--- src/rtl/ap9_pkg.sv ---
// Shared types and constants for the AP9 load/store sequencer.
// Op encodings, FSM states, debug codes and PC increment helper.
package ap9_pkg;

    typedef enum logic [2:0] {
        OP_LOAD   = 3'd0,
        OP_STORE  = 3'd1,
        OP_LOADN  = 3'd2,
        OP_LOADI  = 3'd3,
        OP_STOREI = 3'd4
    } op_e;

    typedef enum logic [2:0] {
        ST_IDLE   = 3'd0,
        ST_FETCH  = 3'd1,
        ST_MEM_RD = 3'd2,
        ST_MEM_WR = 3'd3,
        ST_DONE   = 3'd4
    } state_e;

    localparam logic [15:0] DBG_IDLE   = 16'h0000;
    localparam logic [15:0] DBG_FETCH  = 16'h0001;
    localparam logic [15:0] DBG_MEM_RD = 16'h0002;
    localparam logic [15:0] DBG_MEM_WR = 16'h0003;
    localparam logic [15:0] DBG_DONE   = 16'h000F;

    // Two-word instructions carry an operand word at PC+1.
    function automatic logic [1:0] pc_inc(input logic [2:0] op);
        logic [1:0] inc;
        inc = 2'd1;
        case (op)
            OP_LOAD, OP_STORE, OP_LOADN: inc = 2'd2;
            default:                     inc = 2'd1;
        endcase
        return inc;
    endfunction

endpackage

--- src/rtl/ap9_mem_port.sv ---
// RAM request/acknowledge sequencing for the AP9 LSU.
// Captures read data on the completing edge and runs the wait timeout.
module ap9_mem_port
    import ap9_pkg::*;
#(
    parameter int DATA_W  = 16,
    parameter int TIMEOUT = 0
) (
    input  logic              clk_i,
    input  logic              rst_i,
    input  logic              active_i,
    input  logic              ack_i,
    input  logic [DATA_W-1:0] rdata_i,
    output logic              req_o,
    output logic              fire_o,
    output logic              tmo_o,
    output logic [DATA_W-1:0] rdata_o
);

    localparam int CW    = (TIMEOUT > 1) ? $clog2(TIMEOUT) : 1;
    localparam int TLAST = (TIMEOUT > 0) ? TIMEOUT - 1 : 0;

    logic [CW-1:0]     cnt_q, cnt_d;
    logic [DATA_W-1:0] rdata_q, rdata_d;

    assign req_o   = active_i;
    assign fire_o  = active_i & ack_i;
    assign rdata_o = rdata_q;

    // Last allowed wait cycle without ACK ends the access.
    assign tmo_o = (TIMEOUT > 0) && active_i && !ack_i
                   && (cnt_q == CW'(TLAST));

    always_comb begin
        cnt_d   = cnt_q + CW'(1);
        rdata_d = rdata_q;
        if (!active_i || ack_i || tmo_o) begin
            cnt_d = '0;
        end
        if (fire_o) begin
            rdata_d = rdata_i;
        end
    end

    always_ff @(posedge clk_i or posedge rst_i) begin
        if (rst_i) begin
            cnt_q   <= '0;
            rdata_q <= '0;
        end else begin
            cnt_q   <= cnt_d;
            rdata_q <= rdata_d;
        end
    end

endmodule

--- src/rtl/ap9_lsu.sv ---
// AP9 multicycle load/store sequencer: FSM and operand latches.
// Drives the shared RAM bus through ap9_mem_port.
module ap9_lsu
    import ap9_pkg::*;
#(
    parameter int DATA_W  = 16,
    parameter int ADDR_W  = 16,
    parameter int TIMEOUT = 0
) (
    input  logic              wire_clock,
    input  logic              wire_reset,
    input  logic              wire_start,
    input  logic [2:0]        bus_op,
    input  logic [ADDR_W-1:0] bus_pc,
    input  logic [DATA_W-1:0] bus_rx,
    input  logic [DATA_W-1:0] bus_ry,
    output logic              wire_busy,
    output logic              wire_done,
    output logic              wire_load_we,
    output logic [DATA_W-1:0] bus_load_data,
    output logic [ADDR_W-1:0] bus_next_pc,
    output logic              wire_fault,
    output logic [ADDR_W-1:0] bus_RAM_ADDRESS,
    output logic              wire_RW,
    output logic [DATA_W-1:0] bus_RAM_DATA_IN,
    input  logic [DATA_W-1:0] bus_RAM_DATA_OUT,
    output logic              wire_RAM_REQ,
    input  logic              wire_RAM_ACK,
    output logic [15:0]       data_debug
);

    state_e            state_q, state_d;
    logic [2:0]        op_q, op_d;
    logic [ADDR_W-1:0] pc_q, pc_d;
    logic [DATA_W-1:0] rx_q, rx_d;
    logic [DATA_W-1:0] ry_q, ry_d;
    logic              fault_q, fault_d;

    logic              active;
    logic              fire;
    logic              tmo;
    logic [DATA_W-1:0] rdata;
    logic              is_load;

    assign active = (state_q == ST_FETCH) || (state_q == ST_MEM_RD)
                    || (state_q == ST_MEM_WR);

    ap9_mem_port #(
        .DATA_W  (DATA_W),
        .TIMEOUT (TIMEOUT)
    ) u_port (
        .clk_i    (wire_clock),
        .rst_i    (wire_reset),
        .active_i (active),
        .ack_i    (wire_RAM_ACK),
        .rdata_i  (bus_RAM_DATA_OUT),
        .req_o    (wire_RAM_REQ),
        .fire_o   (fire),
        .tmo_o    (tmo),
        .rdata_o  (rdata)
    );

    always_comb begin
        state_d = state_q;
        op_d    = op_q;
        pc_d    = pc_q;
        rx_d    = rx_q;
        ry_d    = ry_q;
        fault_d = fault_q;
        unique case (state_q)
            ST_IDLE: begin
                if (wire_start) begin
                    op_d = bus_op;
                    pc_d = bus_pc;
                    rx_d = bus_rx;
                    ry_d = bus_ry;
                    case (bus_op)
                        OP_LOAD, OP_STORE, OP_LOADN: state_d = ST_FETCH;
                        OP_LOADI:  state_d = ST_MEM_RD;
                        OP_STOREI: state_d = ST_MEM_WR;
                        default: begin
                            state_d = ST_DONE;
                            fault_d = 1'b1;
                        end
                    endcase
                end
            end
            ST_FETCH: begin
                if (tmo) begin
                    state_d = ST_DONE;
                    fault_d = 1'b1;
                end else if (fire) begin
                    case (op_q)
                        OP_LOAD:  state_d = ST_MEM_RD;
                        OP_STORE: state_d = ST_MEM_WR;
                        default:  state_d = ST_DONE;
                    endcase
                end
            end
            ST_MEM_RD, ST_MEM_WR: begin
                if (tmo) begin
                    state_d = ST_DONE;
                    fault_d = 1'b1;
                end else if (fire) begin
                    state_d = ST_DONE;
                end
            end
            ST_DONE: begin
                state_d = ST_IDLE;
                fault_d = 1'b0;
            end
            default: state_d = ST_IDLE;
        endcase
    end

    always_ff @(posedge wire_clock or posedge wire_reset) begin
        if (wire_reset) begin
            state_q <= ST_IDLE;
            op_q    <= '0;
            pc_q    <= '0;
            rx_q    <= '0;
            ry_q    <= '0;
            fault_q <= 1'b0;
        end else begin
            state_q <= state_d;
            op_q    <= op_d;
            pc_q    <= pc_d;
            rx_q    <= rx_d;
            ry_q    <= ry_d;
            fault_q <= fault_d;
        end
    end

    // The fetched operand word sits in the port's capture register.
    always_comb begin
        bus_RAM_ADDRESS = '0;
        bus_RAM_DATA_IN = '0;
        wire_RW         = 1'b0;
        data_debug      = DBG_IDLE;
        unique case (state_q)
            ST_IDLE: data_debug = DBG_IDLE;
            ST_FETCH: begin
                bus_RAM_ADDRESS = pc_q + ADDR_W'(1);
                data_debug      = DBG_FETCH;
            end
            ST_MEM_RD: begin
                bus_RAM_ADDRESS = (op_q == OP_LOAD) ? ADDR_W'(rdata)
                                                    : ADDR_W'(ry_q);
                data_debug      = DBG_MEM_RD;
            end
            ST_MEM_WR: begin
                bus_RAM_ADDRESS = (op_q == OP_STORE) ? ADDR_W'(rdata)
                                                     : ADDR_W'(rx_q);
                bus_RAM_DATA_IN = (op_q == OP_STORE) ? rx_q : ry_q;
                wire_RW         = 1'b1;
                data_debug      = DBG_MEM_WR;
            end
            ST_DONE: data_debug = DBG_DONE;
            default: data_debug = DBG_IDLE;
        endcase
    end

    assign is_load = (op_q == OP_LOAD) || (op_q == OP_LOADN)
                     || (op_q == OP_LOADI);

    assign wire_busy     = (state_q != ST_IDLE);
    assign wire_done     = (state_q == ST_DONE);
    assign wire_fault    = wire_done & fault_q;
    assign wire_load_we  = wire_done & !fault_q & is_load;
    assign bus_load_data = wire_load_we ? rdata : '0;
    assign bus_next_pc   = wire_done
        ? pc_q + ADDR_W'(fault_q ? 2'd1 : pc_inc(op_q))
        : '0;

endmodule

--- config.mk ---
export PLATFORM = sky130hd
export DESIGN_NAME = ap9_lsu
export DESIGN_NICKNAME = d
export VERILOG_FILES = /design/src/rtl/ap9_pkg.sv /design/src/rtl/ap9_mem_port.sv /design/src/rtl/ap9_lsu.sv
export SDC_FILE = /design/constraint.sdc
export NUM_CORES = 1
export LEC_CHECK = 0
export BUFFER_PORTS_ARGS = -buffer_cell sky130_fd_sc_hd__buf_2
export CORE_MARGIN = 2
export CORE_UTILIZATION = 30
export DETAILED_ROUTE_END_ITERATION = 8
export PLACE_DENSITY = 0.58
export SYNTH_ARGS = -nofsm -noshare
export SYNTH_HDL_FRONTEND = slang
export SYNTH_SLANG_ARGS = --single-unit
--- constraint.sdc ---
create_clock -name wire_clock -period 2.2 [get_ports wire_clock]
set_input_delay 0.11 -clock wire_clock [delete_from_list [all_inputs] [get_ports wire_clock]]
set_output_delay 0.11 -clock wire_clock [all_outputs]
set_load 0.05 [all_outputs]
### After elaboration in Yosys (flattened, before gate mapping)

Index checks and enable logic that the tools add are counted.

* register bits after elaboration: 71
* output and inout bits: 86
* bits of input ports: 71
* logic and storage cells: 65

* equality and inequality tests: 15
* bitwise gates (word level): 4
* muxes and demuxes: 20
* add/subtract/negate cells: 2
* reduce and logical (&&, ||, !) cells: 17

Operators by type and width (number)
* two-way mux 16 bit: 6
* case mux 16 bit (3 select lines): 1
* == test 3 x 2 -> 1 bit (second input constant): 6
* case mux 3 bit (3 select lines): 2
* adder 16 x 1 -> 16 bit (second input constant): 1
* adder 16 x 2 -> 16 bit: 1
* case mux 4 bit (4 select lines): 1
* == test 3 x 1 -> 1 bit (second input constant): 3
* logical NOT 3 bit: 3
* two-way mux 3 bit: 3
* != test 2 bit (second input constant): 4
* == test 3 bit (second input constant): 2
* case mux 3 bit (2 select lines): 1
* AND reduction 3 bit: 2
* OR reduction 3 bit: 2
* OR reduction 5 bit: 1
* AND 1 bit: 4
* logical OR 1 bit: 4
* two-way mux 2 bit: 2
* two-way mux 1 bit: 3
* nonzero test 3 bit: 1
* case mux 1 bit (2 select lines): 1
* AND reduction 2 bit: 1
* nonzero test 2 bit: 1
* 2 further kinds: 2

### Logic depth before layout (Yosys ltp)

* word-level depth: 6
* gate-level depth with buffers: 8
* mapped depth without buffers: 7

### Hierarchy

A second synthesis with hierarchy kept.

* cells, all modules: 462
* area total of the unflattened synthesis: 4652.0 um^2

By module, submodules not included
* ap9_lsu: cells an instance 423, instances 1, seq. area each 1376.3 um^2, area each 3980.1 um^2
* ap9_mem_port: cells an instance 39, instances 1, seq. area each 400.4 um^2, area each 671.9 um^2

### Worst setup path before layout

Ideal clock, no wire load.

* kind: reg2out
* start: register op_q[1]
* end: output port bus_next_pc[13]
* arrival: 2.635 ns
* buffers on the path: 0
* required time: 2.090 ns
* cell stages (with the launch flop): 8
* slack: -0.545 ns
* cell sequence: dfrtp_1 a211o_1 inv_1 ha_1 a21oi_1 or4_4 or3_1 a21oi_1

* cells in the longest elaborated chain, start to end: 6
* elaborated cells on any way between the ends: 8
* those cells by class: add/sub: 1; eq/ne: 2; mux: 3; reduce/logical: 2

RTL lines
* start, declared: line ap9_lsu.sv:33 `logic [2:0] op_q, op_d;`
* start signal, assigned: line ap9_lsu.sv:126 `op_q <= op_d;`
* == test 3 x 1 -> 1 bit, or another cell as far along: line ap9_pkg.sv:31 `case (op)`
* OR reduction 3 bit *: line ap9_pkg.sv:31
* two-way mux 2 bit *: line ap9_pkg.sv:31
* two-way mux 2 bit *: line ap9_lsu.sv:172 `? pc_q + ADDR_W'(fault_q ? 2'd1 : pc_inc(op_q))`
* adder 16 x 2 -> 16 bit *: line ap9_lsu.sv:172
* two-way mux 16 bit *: line ap9_lsu.sv:172
* end, declared: line ap9_lsu.sv:21 `output logic [ADDR_W-1:0] bus_next_pc,`

Every way passes the cells marked *; elsewhere a longest branch is shown, timed or not.

### Worst setup path in the final report

* start: register op_q[0]
* end: output port bus_next_pc[13]

Same word-level chain as after synthesis.

==> out/qor.csv <==
metric,value,unit
dpl_worst_slack,-0.130,ns
drc,0,
ff2ff_setup_slack,0.44,ns
fin_util,48.0,%
antenna_left,0,
start_util,30.4,%
worstReg2RegStart,state_q[2]$_DFFE_PP0P_,
dp.cells,886,
gp_congestion,0.847,
ir_drop,0.000803,V
synthCells,558,
synthDistinctLibCells,46,
ys_seq_area_share,38.9,%
grt_max_degree,72,
root_buffer,clkbuf_16,
cp_data_required_time,2.09,ns
reg2reg_depth,6,
clockBufferDepth,2,
drive_gt1_share,37.4,%
vias_per_cell,4.85,
path_cells,a211o_1 -> inv_2 -> ha_1 -> a21oi_2 -> or4_4 -> or3_4 -> a21oi_4 -> buf_6,
clock_sinks,71,
synth_top_area_share,38.9,%
vias,4713,
max_freq,0.388,GHz
drv_cap,0,
async_flop_share,100,%
min_period,2.58,ns
path_clk_slew,0.06,ns
violations,negative setup slack,
synth_flop_cell,dfrtp_1,
first_pass_iters,4,
io_buffer_count,144,
grt_antenna_before_repair,0,
cp-endpoint,bus_next_pc[13],
layoutNonFillerInstCount,972,
grt_pass1_vias,4623,
dp_hpwl,10.8,mm
track_usage,20.2,%
powerDensity,1450,nW/µm²
final-setup-viol-count,21,
synth_warnings,0,
synth_area_leaders,"dfrtp_1 (39%), nand2_1 (16%), mux2i_1 (7.0%)",
synth_top_area_cell,dfrtp_1,
status,"complete, but fails checks",
cp_max_fo,4,
p_leak,0.00335,µW
synth.cell_area,4560,µm²
cts_tree,done,
post-route-period-util,117,%
area_growth,58.0,%
slowest_stage,or4_4,
max_stage_delay,0.44,ns
startpoint_type,register,
design_area,7210,µm²
synth_edf_count,0,
worstReg2RegEnd,state_q[2]$_DFFE_PP0P_,
hold_viol_final,0,
power,10400,µW
placed_area,5720,µm²
cp-startpoint,op_q[0]$_DFFE_PP0P_,
fin_skew,0.00657,ns
maxSlewViolCount,0,
h-tree-depth,3,
arrival,2.47,ns
critical_path_class,reg -> out,
timing.final.ws_setup,-0.375,ns
post_drt_wl_per_cell,16.9,µm
end_kind,output port,
grt.overflow.total,0,
core,15000,µm²
nets,854,
num_rows,45,
rsz0062_at_grt,true,
hold_class,in -> reg,
ys_ff_latch,71,
syn_area_per_cell,8.18,µm²
die_w,127,µm
totalWireLength,16.4,mm
die_h,127,µm
die_area,16200,µm²
grt_first_pass_wirelength,25.1,mm
cts_buffers,9,
insertedDiodeCount,0,
drt_iter0_markers,238,
io_pins,157,
clkLatencyLatePin,0.34,ns
## placed cells by master, fill, tap and decap left out, types with 12 or more instances in the layout
master           n
dfrtp_1         69
dlygate4sd3_1   59
a21oi_2         15
and2_1          16
mux2i_1         31
buf_6           36
conb_1          12
xnor2_1         18
buf_4           46
mux2_2          16
o22a_1          14
nand2_1        195
buf_2           87
## cells in the mapped netlist (11+ instances only)
master    number
nand2_1      196
dfrtp_1       71
mux2i_1       32
o21ai_0       24
a21oi_1       23
nor2_1        20
xnor2_1       20
and2_1        17
clkbuf_1      17
buf_2         16
buf_4         16
mux2_2        16
o22a_1        14
inv_1         11
## routing by layer
| metal | wire length [µm] | track usage [%] | vias to the layer above |
|---|---|---|---|
| li1 | - | - | 2264 |
| met1 | 7170 | 26.4 | 2265 |
| met2 | 7960 | 33.1 | 163 |
| met3 | 919 | 3.94 | 21 |
| met4 | 388 | 7.63 | 0 |
| met5 | 0 | 0 | - |
## where the power goes
part,internal (µW),switching (µW),total (µW)
Combinational,2570,3850,6420
Sequential,1950,603,2550
Clock,904,573,1480
Total,5420,5030,10400
## flip-flops by register name (all words and copies together), names as in the netlist
signal	count
fault_q	1
op_q	3
pc_q	16
rx_q	16
ry_q	16
state_q	3
u_port.rdata_o	16
## layout make-up
cell class / instances / area [µm²]
clock buffers: 12 / 246
clock inverters: 4 / 45.0
fillers: 1412 / 7820
inverters: 11 / 45.0
multi-input cells: 436 / 2760
flip-flops and latches: 71 / 1780
well taps: 188 / 235
repair buffers: 250 / 2100
## per-stage QoR
stage	TNS, ns	hold slack (ns)
after global routing	-5.13	0.0148
after CTS	-3.27	0.00659
after floorplan	-1.73	0.215
after detailed placement	-0.230	0.236
final	-3.51	0.0144
after global placement	-0.184	0.238
## cells by family after synthesis
family	Yosys count	synth area share, %
and+or+nand+nor	277	26.9
AOI/OAI and AO/OA	71	10.1
DFF	71	38.9
buffers and inverters	62	7.18
muxes	48	11.0
xor gates and xnor gates	23	4.41
adders and majority gates	5	1.48
other	1	0.0822
## how the worst min path moves through the flow
stage | from | end | slack [ns] | cells after the start
2_1_floorplan | bus_op[0] | op_q[0]$_DFFE_PP0P_ | 0.22 | 2
3_3_place_gp | wire_reset | u_port.rdata_o[7]$_DFFE_PP0P_ | 0.24 | 3
3_5_place_dp | wire_reset | u_port.rdata_o[7]$_DFFE_PP0P_ | 0.24 | 3
4_1_cts | bus_RAM_DATA_OUT[14] | u_port.rdata_o[14]$_DFFE_PP0P_ | 0.007 | 2
5_1_grt | bus_RAM_DATA_OUT[14] | u_port.rdata_o[14]$_DFFE_PP0P_ | 0.01 | 2
6_report | bus_RAM_DATA_OUT[14] | u_port.rdata_o[14]$_DFFE_PP0P_ | 0.01 | 2
## worst max-delay path: cells and delay by family (launching register included)
kind	cells	cell delay, ns
buf+inv	2	0.24
fa+ha+maj	1	0.15
flops	1	0.40
compound gates	3	0.53
simple gates	2	0.80
## repair_timing
action,CTS,global route
cloned,1,1
gates resized for setup,82,85
pin swaps,17,17
hold endpoints to repair,129,0
endpoints found under the setup margin,46,63
hold buffers,59,0
setup buffers,6,3
Power figures use the tool's default switching activity.
